--- config.mk ---
export PLATFORM = sky130hd
export DESIGN_NAME = equeue_collapse
export DESIGN_NICKNAME = d
export VERILOG_FILES = /design/src/rtl/cobalt_pkg.sv /design/src/rtl/equeue_wakeup.sv /design/src/rtl/equeue_collapse.sv
export SDC_FILE = /design/constraint.sdc
export NUM_CORES = 1
export LEC_CHECK = 0
export ABC_AREA = 0
export BUFFER_PORTS_ARGS = -buffer_cell sky130_fd_sc_hd__buf_2
export CAP_MARGIN = 40
export CORE_UTILIZATION = 26
export CTS_CLUSTER_DIAMETER = 200
export DETAILED_ROUTE_END_ITERATION = 10
export SLEW_MARGIN = 20
export SYNTH_ARGS = -nofsm -noshare
export SYNTH_HDL_FRONTEND = slang
export SYNTH_SLANG_ARGS = --single-unit
export TNS_END_PERCENT = 30
--- constraint.sdc ---
create_clock -name clk -period 2.9 [get_ports clk]
set_clock_uncertainty 0.2 [all_clocks]
set_input_delay 0.58 -clock clk [delete_from_list [all_inputs] [get_ports clk]]
set_output_delay 0.58 -clock clk [all_outputs]
set_load 0.005 [all_outputs]
--- src/rtl/cobalt_pkg.sv ---
// Shared definitions for the collapsing issue queue: default field widths,
// the stored entry layout and the flattened-CDB slice helper.
package cobalt_pkg;

  localparam int DEF_DATAW = 32;
  localparam int DEF_TAGW  = 6;
  localparam int DEF_OPW   = 4;

  typedef struct packed {
    logic [DEF_OPW-1:0]   opcode;
    logic [DEF_TAGW-1:0]  rdtag;
    logic [DEF_TAGW-1:0]  rstag;
    logic [DEF_TAGW-1:0]  rttag;
    logic [DEF_DATAW-1:0] rsdata;
    logic [DEF_DATAW-1:0] rtdata;
    logic                 rsvalid;
    logic                 rtvalid;
    logic                 valid;
  } entry_t;

  // Bus k of a flattened CDB field of per-bus width w starts at this bit.
  function automatic int bus_lsb(input int k, input int w);
    return k * w;
  endfunction

endpackage

--- src/rtl/equeue_wakeup.sv ---
// Operand wake-up: snoops NCDB result buses for one pending source tag and
// returns the operand's next data/valid.
module equeue_wakeup
  import cobalt_pkg::*;
#(
  parameter int NCDB  = 1,
  parameter int TAGW  = DEF_TAGW,
  parameter int DATAW = DEF_DATAW
) (
  input  logic [TAGW-1:0]       tag_i,
  input  logic [DATAW-1:0]      data_i,
  input  logic                  valid_i,
  input  logic [NCDB*TAGW-1:0]  cdb_tag_i,
  input  logic [NCDB*DATAW-1:0] cdb_data_i,
  input  logic [NCDB-1:0]       cdb_valid_i,
  output logic [DATAW-1:0]      data_o,
  output logic                  valid_o
);

  // Scan from the highest bus down so the lowest matching bus wins.
  always_comb begin
    logic hit_s;
    hit_s   = 1'b0;
    data_o  = data_i;
    valid_o = valid_i;
    for (int k = NCDB - 1; k >= 0; k--) begin
      hit_s   = ~valid_i & cdb_valid_i[k] &
                (cdb_tag_i[bus_lsb(k, TAGW) +: TAGW] == tag_i);
      data_o  = hit_s ? cdb_data_i[bus_lsb(k, DATAW) +: DATAW] : data_o;
      valid_o = valid_o | hit_s;
    end
  end

endmodule

--- src/rtl/equeue_collapse.sv ---
// Age-ordered collapsing issue queue (entry 0 oldest). Stored entry widths
// follow cobalt_pkg; width parameters must match the package defaults.
module equeue_collapse
  import cobalt_pkg::*;
#(
  parameter int DEPTH = 4,
  parameter int DATAW = DEF_DATAW,
  parameter int TAGW  = DEF_TAGW,
  parameter int OPW   = DEF_OPW,
  parameter int NCDB  = 1,
  localparam int CW   = $clog2(DEPTH + 1),
  localparam int SW   = $clog2(DEPTH)
) (
  input  logic                  clk,
  input  logic                  reset,
  input  logic [OPW-1:0]        dispatch_opcode,
  input  logic [TAGW-1:0]       dispatch_rdtag,
  input  logic [TAGW-1:0]       dispatch_rstag,
  input  logic [TAGW-1:0]       dispatch_rttag,
  input  logic [DATAW-1:0]      dispatch_rsdata,
  input  logic [DATAW-1:0]      dispatch_rtdata,
  input  logic                  dispatch_rsvalid,
  input  logic                  dispatch_rtvalid,
  input  logic                  dispatch_en,
  output logic                  dispatch_ready,
  input  logic [NCDB*TAGW-1:0]  cdb_tag,
  input  logic [NCDB*DATAW-1:0] cdb_data,
  input  logic [NCDB-1:0]       cdb_valid,
  input  logic                  flush,
  output logic [OPW-1:0]        issue_opcode,
  output logic [TAGW-1:0]       issue_rdtag,
  output logic [DATAW-1:0]      issue_rsdata,
  output logic [DATAW-1:0]      issue_rtdata,
  output logic                  issue_ready,
  input  logic                  issue_done,
  output logic [CW-1:0]         count,
  output logic                  almost_full
);

  entry_t           e_q [DEPTH];
  entry_t           e_d [DEPTH];
  entry_t           src_s [DEPTH+1];
  entry_t           wk_s [DEPTH+1];
  entry_t           disp_s;
  logic [DATAW-1:0] rs_data_s [DEPTH+1];
  logic [DATAW-1:0] rt_data_s [DEPTH+1];
  logic             rs_valid_s [DEPTH+1];
  logic             rt_valid_s [DEPTH+1];
  logic [DEPTH-1:0] rdy_s;
  logic [DEPTH-1:0] hole_s;
  logic [SW-1:0]    sel_s;
  logic             do_issue_s;
  logic             enq_s;
  logic [CW-1:0]    count_q;
  logic [CW-1:0]    count_d;

  // Dispatch input packaged as the virtual entry above the top slot.
  always_comb begin
    disp_s         = '0;
    disp_s.opcode  = dispatch_opcode;
    disp_s.rdtag   = dispatch_rdtag;
    disp_s.rstag   = dispatch_rstag;
    disp_s.rttag   = dispatch_rttag;
    disp_s.rsdata  = dispatch_rsdata;
    disp_s.rtdata  = dispatch_rtdata;
    disp_s.rsvalid = dispatch_rsvalid;
    disp_s.rtvalid = dispatch_rtvalid;
    disp_s.valid   = 1'b1;
  end

  for (genvar i = 0; i <= DEPTH; i++) begin : g_wk
    if (i < DEPTH) begin : g_q
      assign src_s[i] = e_q[i];
    end else begin : g_d
      assign src_s[i] = disp_s;
    end
    equeue_wakeup #(.NCDB(NCDB), .TAGW(TAGW), .DATAW(DATAW)) u_rs (
      .tag_i(src_s[i].rstag), .data_i(src_s[i].rsdata), .valid_i(src_s[i].rsvalid),
      .cdb_tag_i(cdb_tag), .cdb_data_i(cdb_data), .cdb_valid_i(cdb_valid),
      .data_o(rs_data_s[i]), .valid_o(rs_valid_s[i])
    );
    equeue_wakeup #(.NCDB(NCDB), .TAGW(TAGW), .DATAW(DATAW)) u_rt (
      .tag_i(src_s[i].rttag), .data_i(src_s[i].rtdata), .valid_i(src_s[i].rtvalid),
      .cdb_tag_i(cdb_tag), .cdb_data_i(cdb_data), .cdb_valid_i(cdb_valid),
      .data_o(rt_data_s[i]), .valid_o(rt_valid_s[i])
    );
  end

  // Woken copies; the dispatch slot never shifts in, it is placed explicitly.
  always_comb begin
    for (int i = 0; i <= DEPTH; i++) begin
      wk_s[i]         = src_s[i];
      wk_s[i].rsdata  = rs_data_s[i];
      wk_s[i].rsvalid = rs_valid_s[i];
      wk_s[i].rtdata  = rt_data_s[i];
      wk_s[i].rtvalid = rt_valid_s[i];
    end
    wk_s[DEPTH].valid = 1'b0;
  end

  // Oldest-first priority select over registered readiness.
  always_comb begin
    sel_s = '0;
    rdy_s = '0;
    for (int i = DEPTH - 1; i >= 0; i--) begin
      rdy_s[i] = e_q[i].valid & e_q[i].rsvalid & e_q[i].rtvalid;
      sel_s    = rdy_s[i] ? SW'(i) : sel_s;
    end
  end

  assign issue_ready    = |rdy_s;
  assign do_issue_s     = issue_done & issue_ready;
  assign dispatch_ready = (count_q < CW'(DEPTH)) | do_issue_s;
  assign enq_s          = dispatch_en & dispatch_ready;

  // Compaction: everything above the first hole drops one slot, then the
  // dispatch lands in the lowest free slot of the compacted queue.
  always_comb begin
    logic gap_s;
    logic placed_s;
    gap_s    = 1'b0;
    placed_s = 1'b0;
    hole_s   = '0;
    for (int i = 0; i < DEPTH; i++) begin
      hole_s[i] = ~e_q[i].valid | (do_issue_s & (sel_s == SW'(i)));
      gap_s     = gap_s | hole_s[i];
      e_d[i]    = gap_s ? wk_s[i+1] : wk_s[i];
    end
    for (int i = 0; i < DEPTH; i++) begin
      if (enq_s && !placed_s && !e_d[i].valid) begin
        e_d[i]       = wk_s[DEPTH];
        e_d[i].valid = 1'b1;
        placed_s     = 1'b1;
      end else begin
        placed_s     = placed_s;
      end
      e_d[i].valid = e_d[i].valid & ~flush;
    end
  end

  // Occupancy next state.
  always_comb begin
    count_d = flush ? '0 : (count_q + CW'(enq_s) - CW'(do_issue_s));
  end

  // Entry and occupancy registers.
  always_ff @(posedge clk) begin
    if (reset) begin
      for (int i = 0; i < DEPTH; i++) begin
        e_q[i] <= '0;
      end
      count_q <= '0;
    end else begin
      for (int i = 0; i < DEPTH; i++) begin
        e_q[i] <= e_d[i];
      end
      count_q <= count_d;
    end
  end

  assign issue_opcode = e_q[sel_s].opcode;
  assign issue_rdtag  = e_q[sel_s].rdtag;
  assign issue_rsdata = e_q[sel_s].rsdata;
  assign issue_rtdata = e_q[sel_s].rtdata;
  assign count        = count_q;
  assign almost_full  = (count_q >= CW'(DEPTH - 1));

endmodule
==> impl_metrics.py <==
metrics = {
    "global_route": {
        "overflow": 0,
        "grt_use_total_pct": 21.0,
        "grt_max_degree": 101,
        "antenna_found_initial": 9,
        "grt_pass1_vias": 19100,
        "grt_first_pass_wirelength_um": 125000,
    },
    "yosys": {
        "synth-main-ff-cell": "dfxtp_1",
        "syn_area_per_cell_um2": 8.14,
        "ys_ff_latch": 359,
        "syn_nets": 2554,
        "netlist_instances": 2418,
        "yosys_warnings": 0,
        "synth_edf_count": 0,
        "ys_seq_area_share_pct": 36.5,
        "async_flop_share_pct": 0,
        "synth_cell_types": 52,
        "synth_area_um2": 19700,
    },
    "layout": {
        "regArea_um2": 7210,
        "fillers": 7610,
        "area_growth_pct": 26.6,
        "post-route-util_pct": 33.3,
        "fin_nets": 2687,
        "drive_gt1_share_pct": 22.2,
        "multi_input_area_um2": 11800,
    },
    "clocking": {
        "clkTransAtPathRegs_ns": 0.07,
        "clock_sinks": 359,
        "ctsLongestPathBuffers": 3,
        "ctsHtreeMaxLevel": 2,
        "clockRootBuffer": "clkbuf_16",
        "cts_tree": "yes",
        "clk_latency_ns": 0.59,
        "numCtsBuffers": 42,
    },
    "floorplan": {
        "rows": 100,
        "die_area_um2": 76800,
        "initial_utilization_pct": 26.3,
        "ioPinCount": 212,
        "core_area_um2": 74700,
        "die_x_um": 277,
        "die_h_um": 277,
    },
    "detailed_routing": {
        "wire_per_inst_um": 23.9,
        "routed_wl_um": 84900,
        "vias_per_cell": 5.74,
        "drt_iter0_drc": 2134,
        "via_count": 20400,
        "dr.pass1.iters": 6,
        "drc": 0,
        "postRouteAntennaNets": 0,
    },
    "status": {
        "failed_checks": "negative setup slack",
        "status": "complete, but fails checks",
    },
    "critical_path": {
        "crit_arrival_ns": 2.25,
        "cp_max_fo": 6,
        "start_kind": "flop",
        "end_kind": "primary output",
        "crit_type": "flop to primary output",
        "critical_path_required_ns": 2.12,
    },
    "power_and_ir_drop": {
        "ir_drop_uv": 331,
        "p_per_area_nw_per_um2": 518,
        "power_mw": 12.9,
        "p_leak_nw": 9.88,
    },
    "timing": {
        "period_share_pct": 104,
        "finalMaxSlewViolations": 0,
        "hold_viol": 0,
        "setup_viol_count_final": 59,
        "worstMarginPinSlew_ns": 0.821,
        "fmax_mhz": 330,
        "period_minus_slack_ns": 3.03,
        "setup_ws_ns": -0.130,
        "worst_slew_margin_rel_pct": 45.3,
        "final.setup.tns_ns": -4.20,
        "rsz0062_at_grt": "yes",
    },
    "worst_hold_path": {
        "hold_path_class": "primary input to flop",
    },
    "place": {
        "dp_hpwl_um": 51600,
        "place_congestion": 0.830,
        "port_buffers": 211,
    },
    "flow_run": {
        "max_cap_viol_count": 0,
    },
}
[cell families (layout without fill, tap and decap cells)]
logic type	after synthesis	count (layout)	synth area share (%)
other	0	3	0
AOI/OAI and AO/OA	825	826	30.2
adders and majority gates	4	4	0.293
muxes	205	205	10.8
DFF	359	359	36.5
xor gates and xnor gates	61	61	2.72
and+or+nand+nor	681	681	13.7
buffers and inverters	283	445	5.77
[stage by stage]
stage,hold WS (ns),instances,setup slack [ns],cell area (µm²)
finish,0.0824,3553,-0.130,24900
global route,0.0764,3552,-0.197,24900
CTS,0.0618,3548,-0.170,24700
detailed placement,0.261,3462,0.0567,22900
global placement,0.260,3457,-0.0223,22700
floorplan,0.245,2418,0.296,19700
[critical path: stages, from the launching register on]
cell and delay (ns):
dfxtp_2 0.34, and3_4 0.19, nand2_4 0.08, a21bo_4 0.30
buf_12 0.17, buf_16 0.15, mux2i_1 0.13, o21ai_2 0.17
buf_2 0.14
[metal layers]
layer	global-route usage, %	routed length, µm
met3	3.50	6340
met5	0	60
met1	27.7	36200
met2	34.2	39300
met4	7.95	2930
[layout make-up]
type	count	area share (%)
clock buffer	62	5.09
inverter	7	0.105
clock inverter	12	0.728
antenna	3	0.0301
tap	969	4.87
timing repair buffer	364	13.0
multi-input combinational	1777	47.2
sequential	359	29.0
[power by group]
group	total [mW]	internal [mW]	switching, mW
sequential	5.44	5.23	0.215
clock	5.70	3.39	2.31
combinational	1.76	0.734	1.03
[state kept, by name (all words and copies together) (netlist names)]
register,flops
count,3
e_q,356
[repair_timing]
item | 4_1_cts | 5_1_grt
setup buffers | 12 | 1
hold buffers | 0 | 0
setup endpoints to repair | 74 | 75
gates resized for setup | 125 | 31
pin swaps | 9 | 12
cloned | 4 | 4
[cell usage after synthesis, types with 7 or more instances]
cell / number / area [µm²]
nand2_1: 384 / 1440
dfxtp_1: 359 / 7190
nor2_1: 243 / 912
clkbuf_1: 209 / 785
a22oi_1: 170 / 1280
a311oi_1: 163 / 1430
mux2i_1: 140 / 1400
a21oi_1: 134 / 671
a211oi_1: 130 / 976
o21ai_0: 75 / 375
mux2_2: 65 / 732
o22ai_1: 64 / 400
buf_2: 52 / 260
o211ai_1: 34 / 255
o32a_1: 32 / 320
xor2_1: 32 / 280
xnor2_1: 29 / 254
buf_1: 13 / 48.8
nand3_1: 13 / 65.1
inv_1: 7 / 26.3
[layout by cell type, fill, tap and decap left out, types with 9 or more instances in the layout]
| master | netlist | layout |
|---|---|---|
| nand2_1 | 384 | 382 |
| o22ai_1 | 64 | 64 |
| buf_4 | 2 | 82 |
| mux2_2 | 65 | 65 |
| buf_12 | 0 | 59 |
| xor2_1 | 32 | 32 |
| mux2i_1 | 140 | 136 |
| a211oi_1 | 130 | 130 |
| o211ai_1 | 34 | 34 |
| a22oi_1 | 170 | 163 |
| a311oi_1 | 163 | 163 |
| xnor2_1 | 29 | 29 |
| dfxtp_1 | 359 | 347 |
| buf_2 | 52 | 204 |
| o21ai_1 | 3 | 56 |
| o32a_1 | 32 | 32 |
| nand3_1 | 13 | 9 |
| clkbuf_8 | 0 | 12 |
| clkbuf_16 | 0 | 46 |
| o21ai_2 | 1 | 18 |
| a21oi_1 | 134 | 129 |
| nor2_1 | 243 | 236 |
| buf_16 | 0 | 10 |
[path summary, 6_finish.rpt]
kind,from,end,slack (ns),cells past startpoint
worst max register to register,e_q[2][2],e_q[1][25],0.17,9
worst min register to register,e_q[3][86],e_q[3][86],0.27,2
worst min-delay path,dispatch_rdtag[1],e_q[3][80],0.08,3
worst max-delay path,e_q[3][2],issue_opcode[0],-0.13,8
No activity file was read; power rests on OpenSTA's default activity.
